`config.mk`:
```
export PLATFORM = sky130hd
export DESIGN_NAME = mix_columns_seq
export DESIGN_NICKNAME = d
export VERILOG_FILES = /design/src/rtl/aes_pkg.sv /design/src/rtl/mix_column_gf.sv /design/src/rtl/mix_columns_seq.sv
export SDC_FILE = /design/constraint.sdc
export NUM_CORES = 1
export LEC_CHECK = 0
export ABC_AREA = 1
export CORE_AREA = 2 2 179 181
export CTS_BUF_LIST = sky130_fd_sc_hd__clkbuf_4 sky130_fd_sc_hd__clkbuf_8
export DETAILED_ROUTE_END_ITERATION = 16
export DIE_AREA = 0 0 181 183
export GPL_TIMING_DRIVEN = 0
export HOLD_SLACK_MARGIN = 0.15
export PLACE_DENSITY = 0.69
export SYNTH_ARGS = -nofsm -noshare
export SYNTH_HDL_FRONTEND = slang
export SYNTH_HIERARCHICAL = 1
export SYNTH_SLANG_ARGS = --single-unit
```
`constraint.sdc`:
```
create_clock -name clk -period 5.5 [get_ports clk]
set_input_delay 0.825 -clock clk [delete_from_list [all_inputs] [get_ports clk]]
set_output_delay 0.825 -clock clk [all_outputs]
set_load 0.005 [all_outputs]
```
`src/rtl/aes_pkg.sv`:
```
// Shared AES MixColumns definitions: GF(2^8) constants, coefficient rows,
// FSM states, state typedefs and row-major column access helpers.
package aes_pkg;

  typedef logic [7:0]   byte_t;
  typedef logic [31:0]  col_t;    // {a0, a1, a2, a3}, a0 in the top byte
  typedef logic [127:0] state_t;  // s(0,0) in bits [127:120], row-major
  typedef byte_t [0:3]  coef_t;   // first row of a circulant matrix

  // Low byte of the AES field modulus x^8+x^4+x^3+x+1.
  localparam byte_t GF_POLY_LOW = 8'h1B;

  // First rows of the forward and inverse MixColumns circulant matrices.
  localparam coef_t FWD_COEF = {8'h02, 8'h03, 8'h01, 8'h01};
  localparam coef_t INV_COEF = {8'h0E, 8'h0B, 8'h0D, 8'h09};

  typedef enum logic [1:0] {IDLE, BUSY, DONE} fsm_e;

  function automatic byte_t xtime(byte_t b);
    return {b[6:0], 1'b0} ^ (b[7] ? GF_POLY_LOW : 8'h00);
  endfunction

  // Multiply by a constant below 0x10 using an xtime chain; with constant
  // coefficients this reduces to XOR networks.
  function automatic byte_t gf_mul_small(byte_t b, logic [3:0] k);
    byte_t acc;
    byte_t p;
    acc = '0;
    p   = b;
    for (int i = 0; i < 4; i++) begin
      if (k[i]) acc ^= p;
      p = xtime(p);
    end
    return acc;
  endfunction

  // Gather column c from the row-major state.
  function automatic col_t get_col(state_t s, logic [1:0] c);
    col_t col;
    for (int r = 0; r < 4; r++)
      col[31-8*r -: 8] = s[127-32*r-8*int'(c) -: 8];
    return col;
  endfunction

  // Scatter a column back into the row-major state.
  function automatic state_t set_col(state_t s, logic [1:0] c, col_t col);
    state_t res;
    res = s;
    for (int r = 0; r < 4; r++)
      res[127-32*r-8*int'(c) -: 8] = col[31-8*r -: 8];
    return res;
  endfunction

endpackage

```
`src/rtl/mix_column_gf.sv`:
```
// Combinational MixColumns of one column, forward or inverse.
module mix_column_gf
  import aes_pkg::*;
(
  input  logic [31:0] col_in,
  input  logic        inv,
  output logic [31:0] col_out
);

  coef_t coef;

  assign coef = inv ? INV_COEF : FWD_COEF;

  // b_r = XOR_k M[r][k] * a_k, where row r is the first row rotated right by r.
  always_comb begin
    // NOTE: every output of an always_comb gets a value before any
    // conditional or accumulating logic, otherwise a latch is inferred.
    col_out = '0;
    for (int r = 0; r < 4; r++)
      for (int k = 0; k < 4; k++)
        col_out[31-8*r -: 8] ^= gf_mul_small(col_in[31-8*k -: 8],
                                             coef[(k-r+4)%4][3:0]);
  end

endmodule

```
`src/rtl/mix_columns_seq.sv`:
```
// Iterative AES MixColumns engine: transforms COLS_PER_CYCLE columns per
// cycle of a registered 128-bit state, valid/ready on both sides.
module mix_columns_seq
  import aes_pkg::*;
#(
  parameter int COLS_PER_CYCLE = 1
) (
  input  logic         clk,
  input  logic         rst,
  input  logic         in_valid,
  output logic         in_ready,
  input  logic [127:0] in_state,
  input  logic         in_inv,
  output logic         out_valid,
  input  logic         out_ready,
  output logic [127:0] out_state
);

  if (COLS_PER_CYCLE != 1 && COLS_PER_CYCLE != 2 && COLS_PER_CYCLE != 4) begin : g_bad_param
    $error("mix_columns_seq: COLS_PER_CYCLE must be 1, 2 or 4");
  end

  localparam int         K    = 4 / COLS_PER_CYCLE;
  localparam logic [1:0] LAST = 2'(K - 1);

  fsm_e       state_q, state_d;
  logic [1:0] col_cnt_q;
  state_t     st_q, st_d;
  logic       inv_q;

  logic [1:0] col_idx [COLS_PER_CYCLE];
  col_t       col_in  [COLS_PER_CYCLE];
  col_t       col_out [COLS_PER_CYCLE];

  for (genvar g = 0; g < COLS_PER_CYCLE; g++) begin : g_col
    assign col_idx[g] = 2'(int'(col_cnt_q) * COLS_PER_CYCLE + g);
    assign col_in[g]  = get_col(st_q, col_idx[g]);

    mix_column_gf u_gf (
      .col_in  (col_in[g]),
      .inv     (inv_q),
      .col_out (col_out[g])
    );
  end

  // Merge this cycle's transformed columns into the state.
  always_comb begin
    st_d = st_q;
    for (int g = 0; g < COLS_PER_CYCLE; g++)
      st_d = set_col(st_d, col_idx[g], col_out[g]);
  end

  // Next-state and handshake outputs.
  always_comb begin
    state_d   = state_q;
    in_ready  = 1'b0;
    out_valid = 1'b0;
    unique case (state_q)
      IDLE: begin
        in_ready = 1'b1;
        if (in_valid) state_d = BUSY;
      end
      BUSY: begin
        if (col_cnt_q == LAST) state_d = DONE;
      end
      DONE: begin
        out_valid = 1'b1;
        if (out_ready) state_d = IDLE;
      end
      default: state_d = IDLE;
    endcase
  end

  // FSM, column counter and state register.
  always_ff @(posedge clk) begin
    // NOTE: sequential state uses non-blocking assignments so every
    // register samples pre-edge values regardless of statement order.
    if (rst) begin
      state_q   <= IDLE;
      col_cnt_q <= '0;
      st_q      <= '0;
      inv_q     <= 1'b0;
    end else begin
      state_q <= state_d;
      if (state_q == IDLE && in_valid) begin
        st_q      <= in_state;
        inv_q     <= in_inv;
        col_cnt_q <= '0;
      end else if (state_q == BUSY) begin
        st_q      <= st_d;
        col_cnt_q <= col_cnt_q + 2'd1;
      end
    end
  end

  assign out_state = st_q;

endmodule

```
==> flow_summary.ini <==
[outcome]
outcome = finished, final reports clean

[clock_tree]
clock_sink_count = 133
ctsHoldBuffers = 0
cts-root-buf = clkbuf_8
cts_buffer_depth = 2
ctsResizeCount = 0
cts-htree-levels = 4
cts_tree = done
clk_latency_ns = 0.49
cts_buffers = 17
clk_pin_slew_ns = 0.09
postCtsSetupRepairBufs = 0

[sta]
finalHoldViolCount = 0
drv_slew = 0
worst_pin_slew_ns = 1.31
setup_violations = 0
hold_slack_ns = 0.507
grt_setup_unrepaired = false
slew_headroom = 0.128
skew_ns = 0.0143
fmax_mhz = 199
fin_crit_ns = 5.03
fin_setup_tns_ns = 0
setup_ws_ns = 0.468
fin_crit_sh = 0.915

[global_route]
grt_pass1_wl_um = 103000
grt_usage = 0.418
antenna_found_initial = 1
grt_pass1_vias = 16500
overflow = 0
grt_max_degree = 17

[logic_synthesis]
avgSynthCellArea_sq_um = 5.53
ys.flop_type = dfxtp_1
yosysUniqueCellTypes = 42
yosysWarnings = 6
synth_top_cell_by_area = nand2_1
synth_top_area_frac = 0.243
async_reset_ff_frac = 0
synth_edf_count = 0
synthMuxAreaShare = 0
synthAdderAreaFrac = 0.00362
synth_seq_cells = 133
synth_compound_area_frac = 0.0853
synth_simple_gate_area_frac = 0.481
synth_fp_nets = 2632
synth_top_family_by_area = simple AND/OR/NAND/NOR gates
ys_seq_area_frac = 0.193
syn_area_sq_mm = 0.0138
synth_area_leaders = nand2_1, dfxtp_1, nand3_1
synth-xor-area-share = 0.0924
synthCells = 2495

[floorplan]
die_y_um = 183
io_pins = 263
core_area_sq_mm = 0.0312
dieWidth_um = 181
die_area_sq_mm = 0.0331
rows = 65
start_util = 0.442

[final_layout]
final_core_util = 0.553
fin_cells = 3191
final_cell_area_sq_mm = 0.0173
nets = 2913
num_antenna_cells = 0
fillerInstances = 3316
areaGrowthSynthToFinish_pct = 25.1
regArea_sq_mm = 0.00266
multi_input_area_sq_mm = 0.00915
layout-drive-gt1-share = 0.0706

[pwr]
switching_power_mw = 3.98
p_leak_nw = 8.97
switching_share = 0.573
pwr-share-comb = 0.710
p_int_mw = 2.96
power_density_mw_per_mm2 = 402
ir_worst_vdd_mv = 0.162
seqPwrFrac = 0.176
clkPwrFrac = 0.114
fin_total_pwr_mw = 6.95

[worst_setup_path]
cp_slowest_cell = a21oi_1
crit_type = reg2reg
required_ns = 5.93
cp_common_cell = nand2_1
crit_path_start_kind = register
cp_cell_sequence = clkbuf_2, inv_1, buf_4, clkbuf_1, o21ai_0, a21oi_1, a21oi_1, inv_1, nand2_1, nand2_1, nand2_1, nand2_1, nand2_1, o21ai_0, xor2_1, xnor2_1, inv_1, nor2_1, nand2_1, nand2_1, nand2_1, a21oi_1
crit_path_end_kind = register
cp_max_fo = 10
worst_ep_arrival_time_ns = 5.46
slowest_delay_ns = 0.77

[place]
gp_congestion = 1.05
io_buffers = 262
post-dp-hpwl_um = 56300
placedCellCount = 3159
dpl_worst_slack_ns = 0.714
placed_cell_area_sq_mm = 0.0169

[routing]
via_per_inst = 5.62
first_pass_iters = 6
route.detailed.drc = 0
num_vias = 17900
drtIter0Drc = 2327
wl_per_cell_um = 22.2
drt_wl_total_um = 71000
ant_nets = 0

[flow_run]
drv_cap = 0

[min_path]
hp-class = reg2reg
==> power by group through the flow <==
stage | clock [mW] | sequential, mW | combinational (mW)
global placement | 0 | 1.24 | 4.68
finish | 0.791 | 1.23 | 4.93
global route | 0.808 | 1.23 | 5.31
detailed placement | 0 | 1.24 | 4.73
CTS | 0.773 | 1.21 | 4.76
floorplan | 0 | 1.18 | 2.98
==> critical path: cells and delay by family (launching register included) <==
family / cells / cell delay (ns)
flip-flops: 1 / 0.38
buffers and inverters: 6 / 1.20
XOR/XNOR: 2 / 0.72
AO/OA/AOI/OAI: 5 / 1.56
AND/OR/NAND/NOR: 9 / 1.12
==> logic make-up (layout without fill, tap and decap cells) <==
kind of cell               count (synthesis)  in the layout
buffers and inverters                    455            749
adders and majority gates                  4              4
xor gates and xnor gates                 141            141
DFF                                      133            133
and+or+nand+nor                         1535           1535
AOI/OAI and AO/OA                        227            227
==> worst paths after layout <==
kind | from | to | slack (ns) | depth (start not counted)
worst min-delay path | inv_q | inv_q | 0.51 | 2
worst max register to register | col_cnt_q[0] | out_state[74] | 0.47 | 22
worst min register to register | inv_q | inv_q | 0.51 | 2
worst max-delay path | col_cnt_q[0] | out_state[74] | 0.47 | 22
==> metal layers <==
metal | global-route usage | part of all wire | vias up
met3 | 0.0882 | 0.11 | 301
li1 | - | - | 8293
met4 | 0.298 | 0.082 | 2
met5 | 0 | 0.00014 | -
met2 | 0.678 | 0.44 | 1199
met1 | 0.495 | 0.37 | 8147
==> layout by cell type (no fill, tap or decap), types with 33 or more instances in the layout <==
cell type and instances:
clkdlybuf4s50_1 262, nand2_1 895, a21oi_1 101, buf_4 33
xnor2_1 37, nand3b_1 104, nand3_1 267, inv_1 279
buf_2 69, clkbuf_1 46, nor2_1 227, o21ai_0 98
dfxtp_1 133, xor2_1 100
==> state kept, by name, indices dropped and copies added, names as in the netlist <==
signal     cells
state_q        2
out_state    128
inv_q          1
col_cnt_q      2
==> synth_stat cells (3+ instances only) <==
cell type / number
nand2_1: 895
inv_1: 279
nand3_1: 267
nor2_1: 227
dfxtp_1: 133
nand3b_1: 104
a21oi_1: 101
xor2_1: 100
o21ai_0: 98
buf_2: 69
clkbuf_1: 46
xnor2_1: 37
buf_4: 33
nand2_2: 18
o22ai_1: 18
inv_2: 11
buf_6: 7
nand3_2: 7
ha_1: 4
nand4_1: 4
inv_4: 3
o21ai_1: 3
or2_1: 3
or2_2: 3
xor2_2: 3
==> cell type report <==
cell class	count	share of cell area
clock inverters	14	0.00608
flip-flops and latches	133	0.154
inverters	295	0.0648
clock buffers	18	0.0140
repair buffers	262	0.152
well taps	402	0.0291
plain buffers	160	0.0507
multi-input cells	1907	0.530
Note: power is estimated with default switching activity, not from simulation.
